File: src/rtl/multi_mode_mac_dsp_if.sv
// Operand/result bundle for multi_mode_mac_dsp.
// The master drives operations in and the slave returns results.
interface multi_mode_mac_dsp_if #(
  parameter int N     = 16,
  parameter int M     = 16,
  parameter int ACC_W = 40
);
  logic             start;
  logic [1:0]       mode;
  logic             acc_en;
  logic             acc_clr;
  logic [N-1:0]     aa;
  logic [M-1:0]     bb;
  logic [N+M-1:0]   out;
  logic             out_valid;
  logic [ACC_W-1:0] acc_out;
  logic             out_err;
  logic             acc_ovf;

  modport master (
    output start, mode, acc_en, acc_clr, aa, bb,
    input  out, out_valid, acc_out, out_err, acc_ovf
  );

  modport slave (
    input  start, mode, acc_en, acc_clr, aa, bb,
    output out, out_valid, acc_out, out_err, acc_ovf
  );
endinterface

File: src/rtl/multi_mode_mac_dsp.sv
// Multi-mode unsigned MAC: one full-width product, or 2/4 packed narrow-lane products,
// with an optional accumulator and a sticky wrap flag.
module multi_mode_mac_dsp #(
  parameter int N     = 16,
  parameter int M     = 16,
  parameter int PIPES = 1,
  parameter int ACC_W = 40
) (
  input  logic                 clk,
  input  logic                 rst_n,
  multi_mode_mac_dsp_if.slave  bus
);
  localparam int PW = N + M;

  typedef struct packed {
    logic         valid;
    logic [1:0]   mode;
    logic         en;
    logic         clr;
    logic [N-1:0] a;
    logic [M-1:0] b;
  } stage_t;

  // Entry 0 is the input register; entries 1..PIPES are the extra delay stages.
  // Each operation carries its own mode/en/clr so mode changes never disturb in-flight ops.
  stage_t stg_reg [0:PIPES];
  stage_t last_stg;

  always_ff @(posedge clk or negedge rst_n) begin
    if (!rst_n) begin
      for (int i = 0; i <= PIPES; i++) stg_reg[i] <= '0;
    end else begin
      stg_reg[0].valid <= bus.start;
      if (bus.start) begin
        stg_reg[0].mode <= bus.mode;
        stg_reg[0].en   <= bus.acc_en;
        stg_reg[0].clr  <= bus.acc_clr;
        stg_reg[0].a    <= bus.aa;
        stg_reg[0].b    <= bus.bb;
      end
      for (int i = 1; i <= PIPES; i++) stg_reg[i] <= stg_reg[i-1];
    end
  end

  assign last_stg = stg_reg[PIPES];

  // Every lane product is zero-extended to its full output field, so nothing truncates.
  logic [PW-1:0]   prod1;
  logic [PW/2-1:0] prod2 [2];
  logic [PW/4-1:0] prod4 [4];
  logic [PW-1:0]   pack2;
  logic [PW-1:0]   pack4;

  assign prod1 = {{M{1'b0}}, last_stg.a} * {{N{1'b0}}, last_stg.b};

  genvar gi;
  generate
    for (gi = 0; gi < 2; gi++) begin : g_lane2
      assign prod2[gi] = {{(M/2){1'b0}}, last_stg.a[gi*(N/2) +: N/2]}
                       * {{(N/2){1'b0}}, last_stg.b[gi*(M/2) +: M/2]};
      assign pack2[gi*(PW/2) +: PW/2] = prod2[gi];
    end
    for (gi = 0; gi < 4; gi++) begin : g_lane4
      assign prod4[gi] = {{(M/4){1'b0}}, last_stg.a[gi*(N/4) +: N/4]}
                       * {{(N/4){1'b0}}, last_stg.b[gi*(M/4) +: M/4]};
      assign pack4[gi*(PW/4) +: PW/4] = prod4[gi];
    end
  endgenerate

  logic [ACC_W-1:0] sum2;
  logic [ACC_W-1:0] sum4;
  logic [PW-1:0]    res_out;
  logic [ACC_W-1:0] res_sum;
  logic [ACC_W:0]   acc_add;
  logic [ACC_W-1:0] acc_reg;
  logic [PW-1:0]    out_reg;
  logic             out_valid_reg;
  logic             err_reg;
  logic             ovf_reg;

  always_comb begin
    sum2 = '0;
    sum4 = '0;
    for (int k = 0; k < 2; k++) sum2 = sum2 + ACC_W'(prod2[k]);
    for (int k = 0; k < 4; k++) sum4 = sum4 + ACC_W'(prod4[k]);
    res_out = '0;
    res_sum = '0;
    case (last_stg.mode)
      2'd0: begin res_out = prod1; res_sum = ACC_W'(prod1); end
      2'd1: begin res_out = pack2; res_sum = sum2; end
      2'd2: begin res_out = pack4; res_sum = sum4; end
      default: begin res_out = '0; res_sum = '0; end
    endcase
    acc_add = {1'b0, acc_reg} + {1'b0, res_sum};
  end

  // Output stage is fully registered, so even PIPES=0 has no input-to-output path.
  always_ff @(posedge clk or negedge rst_n) begin
    if (!rst_n) begin
      out_reg       <= '0;
      out_valid_reg <= 1'b0;
      acc_reg       <= '0;
      err_reg       <= 1'b0;
      ovf_reg       <= 1'b0;
    end else begin
      out_valid_reg <= last_stg.valid;
      if (last_stg.valid) begin
        out_reg <= res_out;
        err_reg <= (last_stg.mode == 2'd3);
        if (last_stg.mode != 2'd3) begin
          if (last_stg.clr) begin
            acc_reg <= last_stg.en ? res_sum : '0;
            ovf_reg <= 1'b0;
          end else if (last_stg.en) begin
            acc_reg <= acc_add[ACC_W-1:0];
            if (acc_add[ACC_W]) ovf_reg <= 1'b1;
          end
        end
      end
    end
  end

  assign bus.out       = out_reg;
  assign bus.out_valid = out_valid_reg;
  assign bus.acc_out   = acc_reg;
  assign bus.out_err   = err_reg;
  assign bus.acc_ovf   = ovf_reg;
endmodule

File: src/flat_wrapper.sv
// flat-port wrapper written by rule: the top's interface ports become plain ports
module multi_mode_mac_dsp_flat 
#(
  parameter int N     = 16,
  parameter int M     = 16,
  parameter int PIPES = 1,
  parameter int ACC_W = 40
)
  (clk, rst_n, bus_start, bus_mode, bus_acc_en, bus_acc_clr, bus_aa, bus_bb, bus_out, bus_out_valid, bus_acc_out, bus_out_err, bus_acc_ovf);
  multi_mode_mac_dsp_if #(.N(N), .M(M), .ACC_W(ACC_W)) bus_i ();
  input  logic clk;
  input  logic rst_n;
  input wire logic [$bits(bus_i.start)-1:0] bus_start;
  input wire logic [$bits(bus_i.mode)-1:0] bus_mode;
  input wire logic [$bits(bus_i.acc_en)-1:0] bus_acc_en;
  input wire logic [$bits(bus_i.acc_clr)-1:0] bus_acc_clr;
  input wire logic [$bits(bus_i.aa)-1:0] bus_aa;
  input wire logic [$bits(bus_i.bb)-1:0] bus_bb;
  output wire logic [$bits(bus_i.out)-1:0] bus_out;
  output wire logic [$bits(bus_i.out_valid)-1:0] bus_out_valid;
  output wire logic [$bits(bus_i.acc_out)-1:0] bus_acc_out;
  output wire logic [$bits(bus_i.out_err)-1:0] bus_out_err;
  output wire logic [$bits(bus_i.acc_ovf)-1:0] bus_acc_ovf;
  assign bus_i.start = bus_start;
  assign bus_i.mode = bus_mode;
  assign bus_i.acc_en = bus_acc_en;
  assign bus_i.acc_clr = bus_acc_clr;
  assign bus_i.aa = bus_aa;
  assign bus_i.bb = bus_bb;
  assign bus_out = bus_i.out;
  assign bus_out_valid = bus_i.out_valid;
  assign bus_acc_out = bus_i.acc_out;
  assign bus_out_err = bus_i.out_err;
  assign bus_acc_ovf = bus_i.acc_ovf;
  multi_mode_mac_dsp #(.N(N), .M(M), .PIPES(PIPES), .ACC_W(ACC_W)) u_core (.clk(clk), .rst_n(rst_n), .bus(bus_i));
endmodule
File: config.mk
export PLATFORM = sky130hd
export DESIGN_NAME = multi_mode_mac_dsp_flat
export DESIGN_NICKNAME = d
export VERILOG_FILES = /design/src/rtl/multi_mode_mac_dsp_if.sv /design/src/rtl/multi_mode_mac_dsp.sv /design/src/flat_wrapper.sv
export SDC_FILE = /design/constraint.sdc
export NUM_CORES = 1
export LEC_CHECK = 0
export ABC_AREA = 1
export ABC_CLOCK_PERIOD_IN_PS = 8490
export BUFFER_PORTS_ARGS = -buffer_cell sky130_fd_sc_hd__buf_4
export CAP_MARGIN = 20
export CORE_MARGIN = 2
export CORE_UTILIZATION = 65
export DETAILED_ROUTE_END_ITERATION = 16
export PLACE_DENSITY_LB_ADDON = 0.2
export SYNTH_ARGS = -nofsm -noshare
export SYNTH_HDL_FRONTEND = slang
export SYNTH_SLANG_ARGS = --single-unit
File: constraint.sdc
create_clock -name clk -period 8.49 [get_ports clk]
set_clock_uncertainty 0.1 [all_clocks]
set_input_delay 0 -clock clk [delete_from_list [all_inputs] [get_ports clk]]
set_output_delay 0 -clock clk [all_outputs]
set_load 0.1 [all_outputs]
=== After elaboration in Yosys (flattened, before gate mapping) ===
Cells that the tools add are included.

* Reduce and logical (&&, ||, !) cells: 5
* Multiplexer cells: 8
* $add $sub $neg: 5
* Multipliers: 7
* Equality and inequality tests: 4

{| class="wikitable"
|+ Operator list
! cell !! count
|-
| $mux W40 || 3
|-
| $pmux W40 S3 || 1
|-
| $pmux W32 S3 || 1
|-
| $add A40 B8 Y40 || 2
|-
| $add A40 B40 Y41 || 1
|-
| $mul A16 B16 Y32 || 1
|-
| $mul A4 B4 Y8 || 4
|-
| $mul A8 B8 Y16 || 2
|-
| $add A16 B16 Y17 || 1
|-
| $add A8 B8 Y9 || 1
|-
| $eq A2 B2 Y1 const B || 2
|-
| $reduce_and A4 Y1 || 1
|-
| $reduce_bool A2 Y1 || 2
|-
| $mux W1 || 3
|-
| $reduce_and A3 Y1 || 1
|-
| $eq A2 B1 Y1 const B || 1
|-
| $logic_not A2 Y1 || 1
|-
| $ne A2 B2 Y1 const B || 1
|}

* Register bits: 149
* Bits of input ports: 39
* Logic and storage cells: 46
* Output and inout port bits: 75

=== Logic depth before layout (Yosys ltp) ===
* Depth after elaboration: 9
* Depth in mapped cells: 45
* Depth with buffers taken out: 43

=== Worst setup path before layout ===
OpenSTA, ideal clock, no wires.

* Path type: reg-to-reg
* Start point: register u_core.stg_reg (netlist bit u_core.last_stg[18])
* End point: register u_core.acc_reg[32], in the netlist u_core.bus.acc_out[32]
* Period minus slack after synthesis: 6757 ps
* Stages on the path, launching flop included: 40
* Buffers on the path: 2
* Required time: 8272 ps
* Library setup time: 118 ps
* Arrival: 6538 ps
* Slack: 1733 ps
* Path through: dfrtp_1 -> clkbuf_1 -> clkbuf_1 -> nand2_1 -> fa_1 -> inv_1 -> fa_1 -> inv_1 -> fa_1 -> inv_1 -> fa_1 -> inv_1 -> fa_1 -> fa_1 -> inv_1 -> ha_1 -> nand2_1 -> nor2_1 -> (+4 left out) -> nand2_1 -> nand3_1 -> inv_1 -> ha_1 -> nand2_1 -> inv_1 -> nand2_1 -> nand2_1 -> nand2_1 -> nand2_1 -> a21oi_1 -> nand2_1 -> nand2_1 -> nand2_2 -> nand2_1 -> nand2_1 -> nand2_1 -> nor2_2

* Longest elaborated chain between the ends: 8
* Elaborated cells on any way between the ends: 12
* Classes of those cells: 5 x add/sub; 3 x mul; 4 x mux

{| class="wikitable"
|+ Ends and longest elaborated chain
! item !! line !! source
|-
| from (decl) || multi_mode_mac_dsp.sv:26 || <nowiki>stage_t stg_reg [0:PIPES];</nowiki>
|-
| $mul A4 B4 Y8 || multi_mode_mac_dsp.sv:65 || <nowiki>* {{(N/4){1'b0}}, last_stg.b[gi*(M/4) +: M/4]};</nowiki>
|-
| $add A8 B8 Y9 || multi_mode_mac_dsp.sv:85 || <nowiki>for (int k = 0; k < 4; k++) sum4 = sum4 + ACC_W'(prod4[k]);</nowiki>
|-
| $add A40 B8 Y40 (2 in series) || multi_mode_mac_dsp.sv:85 ||
|-
| $pmux W40 S3 * || multi_mode_mac_dsp.sv:88 || <nowiki>case (last_stg.mode)</nowiki>
|-
| $add A40 B40 Y41 || multi_mode_mac_dsp.sv:94 || <nowiki>acc_add = {1'b0, acc_reg} + {1'b0, res_sum};</nowiki>
|-
| $mux W40 || multi_mode_mac_dsp.sv:114 || <nowiki>end else if (last_stg.en) begin</nowiki>
|-
| $mux W40 * || multi_mode_mac_dsp.sv:111 || <nowiki>if (last_stg.clr) begin</nowiki>
|-
| to (signal assigned) || multi_mode_mac_dsp.sv:112 || <nowiki>acc_reg <= last_stg.en ? res_sum : '0;</nowiki>
|-
| to (signal assigned) || multi_mode_mac_dsp.sv:115 || <nowiki>acc_reg <= acc_add[ACC_W-1:0];</nowiki>
|-
| to (decl) || multi_mode_mac_dsp.sv:75 || <nowiki>logic [ACC_W-1:0] acc_reg;</nowiki>
|}

Mark *: on every way between the ends. The rest lies on a longest branch, timed or not. The select of a mux whose other input is x is not followed.
A chain may end at the register's enable or synchronous reset.

=== Worst setup path in the final report ===
* Start point: register u_core.stg_reg (netlist bit u_core.last_stg[11])
* End point: register u_core.acc_reg[22], in the netlist u_core.bus.acc_out[22]

* Longest elaborated chain between the ends: 7
* Elaborated cells on any way between the ends: 11
* Classes of those cells: 4 x add/sub; 3 x mul; 4 x mux

{| class="wikitable"
|+ Ends and longest elaborated chain
! item !! line
|-
| $mul A4 B4 Y8 || multi_mode_mac_dsp.sv:65
|-
| $add A40 B8 Y40 (2 in series) || multi_mode_mac_dsp.sv:85
|-
| $pmux W40 S3 * || multi_mode_mac_dsp.sv:88
|-
| $add A40 B40 Y41 || multi_mode_mac_dsp.sv:94
|-
| $mux W40 || multi_mode_mac_dsp.sv:114
|-
| $mux W40 * || multi_mode_mac_dsp.sv:111
|}

Marked as above.

==> flow_summary.yaml <==
run_status:
  status: "finished, final reports clean"
synthesis:
  yosysWarnings: 0
  synth_area_leaders: "fa_1, nand2_1, dfrtp_1"
  syn_nets: 3966
  syn-cell-area_sq_um: 24100
  ys_async_sr_fraction_pct: 100
  synth-seq-cells: 149
  yosysUniqueCellTypes: 45
  ys_dominant_reg_cell: "dfrtp_1"
  syn_avg_cell_area_sq_um: 7.08
  synthCells: 3397
  yosysSeqAreaShare_pct: 15.5
  yosys.area.top_type: "fa_1"
  synth_enable_flop_cells: 0
  synth_top_area_share_pct: 22.7
setup_path:
  cp_data_arrival_time_ps: 8550
  critical_path_class: "flop to flop"
  startpoint: "u_core.last_stg[11]"
  rr_endpoint: "u_core.bus.acc_out[22]"
  slowest_delay_ps: 890
  worstPathRequired_ps: 8760
  reg2reg_from: "u_core.last_stg[11]"
  path_max_fanout: 16
  cp-end-kind: "flop"
  start_kind: "flop"
  crit_path_top_delay_cell: "dfrtp_1"
  rrSetupSlack_ps: 210
  crit_top_cell: "nand2_1"
  r2r_cells: 33
timing:
  finalHoldViolations: 0
  timing.fmax_mhz: 121
  setup_viol_count_final: 0
  worstMarginPinSlew_ps: 1040
  layout_min_cycle_time_ps: 8280
  rsz0062_at_grt: "no"
  setup_ws_ps: 208
  finalCritPeriodShare_pct: 97.6
  setup_tns_ps: 0
  relSlewSlack_pct: 30.4
  drv_slew: 0
detailed_routing:
  drtIter0Drc: 2408
  via_per_inst: 5.80
  drc: 0
  first_pass_iters: 6
  detail_route.wl_per_cell_um: 20.3
  ant_nets: 0
  vias: 23100
  routed_wl_um: 80600
placement:
  place_worst_setup_slack_ps: 429
  place_congestion: 1.07
  port_buffers: 113
  place_hpwl_um: 61200
  dp_cells: 3905
run:
  max-cap-violations: 0
global_route:
  grt_overflow_total: 0
  grt_pass1_vias: 23700
  grt_usage_pct: 43.8
  grt_max_degree: 87
  grt_pass1_wl_um: 127000
  antenna_found_initial: 0
cells_and_area:
  final_cells: 3975
  layout-drive-gt1-share_pct: 7.58
  fillers: 2853
  area_growth_pct: 9.17
  largest_reg_flops: 40
  antenna_cells: 0
  nets: 4064
min_path:
  hold_path.class: "input port to async pin"
clock_network:
  htree_levels: 4
  worstSkewPairLatency_ps: 480
  cts_tree: "built"
  post-cts-setup-buffer-count: 0
  numCtsBuffers: 17
  cts_buffer_depth: 2
  clock-root-buffer: "clkbuf_16"
  clkTransAtPathRegs_ps: 80
  cts_num_sinks: 149
floorplanning:
  initial_core_util_pct: 65.9
  die_area_sq_um: 38600
  die_w_um: 196
  coreArea_sq_um: 36500
  fp-row-count: 70
  boundaryPins: 114
  die_h_um: 196
## layer usage
metal / GRT usage, % / routed length (um) / vias up
li1: - / - / 10400
met1: 56.0 / 30500 / 10800
met2: 67.9 / 35800 / 1450
met3: 10.6 / 9180 / 386
met4: 26.0 / 5140 / 0
met5: 0 / 0 / -
## synth_stat cells (2+ instances only)
library cell	n
or2_2	8
nand2_2	11
ha_1	257
nand3b_1	17
o21ai_1	12
a22oi_1	4
nor2_1	145
nor2_4	3
o211ai_1	3
buf_1	6
xnor2_1	10
o21ai_0	67
inv_2	11
buf_4	2
fa_1	273
mux2_2	36
nand3_1	174
nand4_1	25
nand2_1	1035
o21bai_1	10
xor2_1	30
nor4_1	3
buf_2	13
nor3_2	2
dfrtp_1	149
a21oi_1	134
nor3_1	10
inv_1	821
and2_1	9
nand3_2	4
a21o_1	7
a31oi_1	13
nor2_2	8
clkbuf_1	74
## how the worst max path moves through the flow
stage                        endpoint  cells after the start
6_report       u_core.bus.acc_out[22]                     33
5_1_grt        u_core.bus.acc_out[37]                     34
4_1_cts        u_core.bus.acc_out[37]                     32
3_5_place_dp   u_core.bus.acc_out[37]                     32
3_3_place_gp   u_core.bus.acc_out[37]                     31
2_1_floorplan  u_core.bus.acc_out[32]                     39
## worst max-delay path, delay by kind of cell (launching register included)
kind                     cells  cell delay (ps)
AND/OR/NAND/NOR             17             2120
XOR/XNOR                     1              540
adder cells (fa/ha/maj)      7             3210
buffers and inverters        4              380
AO/OA/AOI/OAI                4              910
flip-flops                   1              890
## cells by family (layout without fill, tap and decap cells)
| family | count (synthesis) | in the layout | share of synthesized area, % |
|---|---|---|---|
| compound gates | 256 | 256 | 5.74 |
| xor+xnor | 40 | 40 | 1.46 |
| fa+ha+maj | 530 | 530 | 36.1 |
| buf+inv | 929 | 1039 | 14.6 |
| flops | 149 | 149 | 15.5 |
| mux | 36 | 36 | 1.68 |
| simple gates | 1457 | 1457 | 24.9 |
## area by class of cell
| class | instances | area [sq um] | area share, % |
|---|---|---|---|
| inverters | 833 | 3130 | 11.9 |
| repair buffers | 175 | 1420 | 5.39 |
| multi-input cells | 2319 | 16800 | 64.1 |
| clock buffers | 17 | 425 | 1.62 |
| flip-flops and latches | 149 | 3740 | 14.2 |
| well taps | 468 | 586 | 2.23 |
| clock inverters | 14 | 149 | 0.567 |
## cells in the final DEF, fill, tap and decap left out, types with 17 or more instances in the layout
master         Yosys  layout
fa_1             273     273
xor2_1            30      30
dlygate4sd3_1      0      39
nand3_1          174     174
nand4_1           25      25
inv_1            821     821
o21ai_0           67      66
ha_1             257     257
nand3b_1          17      17
buf_4              2     135
nand2_1         1035    1035
nor2_1           145     145
dfrtp_1          149     137
a21oi_1          134     134
clkbuf_16          0      17
mux2_2            36      36
## stage by stage
stage	hold WS (ps)	utilization, %	area (sq um)
2_1_floorplan	-396	-	24100
3_3_place_gp	-7.20	69.2	25300
3_5_place_dp	3.82	69.2	25300
4_1_cts	57.2	71.9	26300
5_1_grt	107	71.9	26300
6_report	45.0	71.9	26300
## timing repair
action,4_1_cts,5_1_grt
hold buffers,39,0
hold endpoints to repair,122,0
resized for setup,0,14
endpoints found under the setup margin,0,18
Power is left out: the tool's default activity adds up to more than one toggle a clock period on the data nets, which glitch-free logic cannot reach.
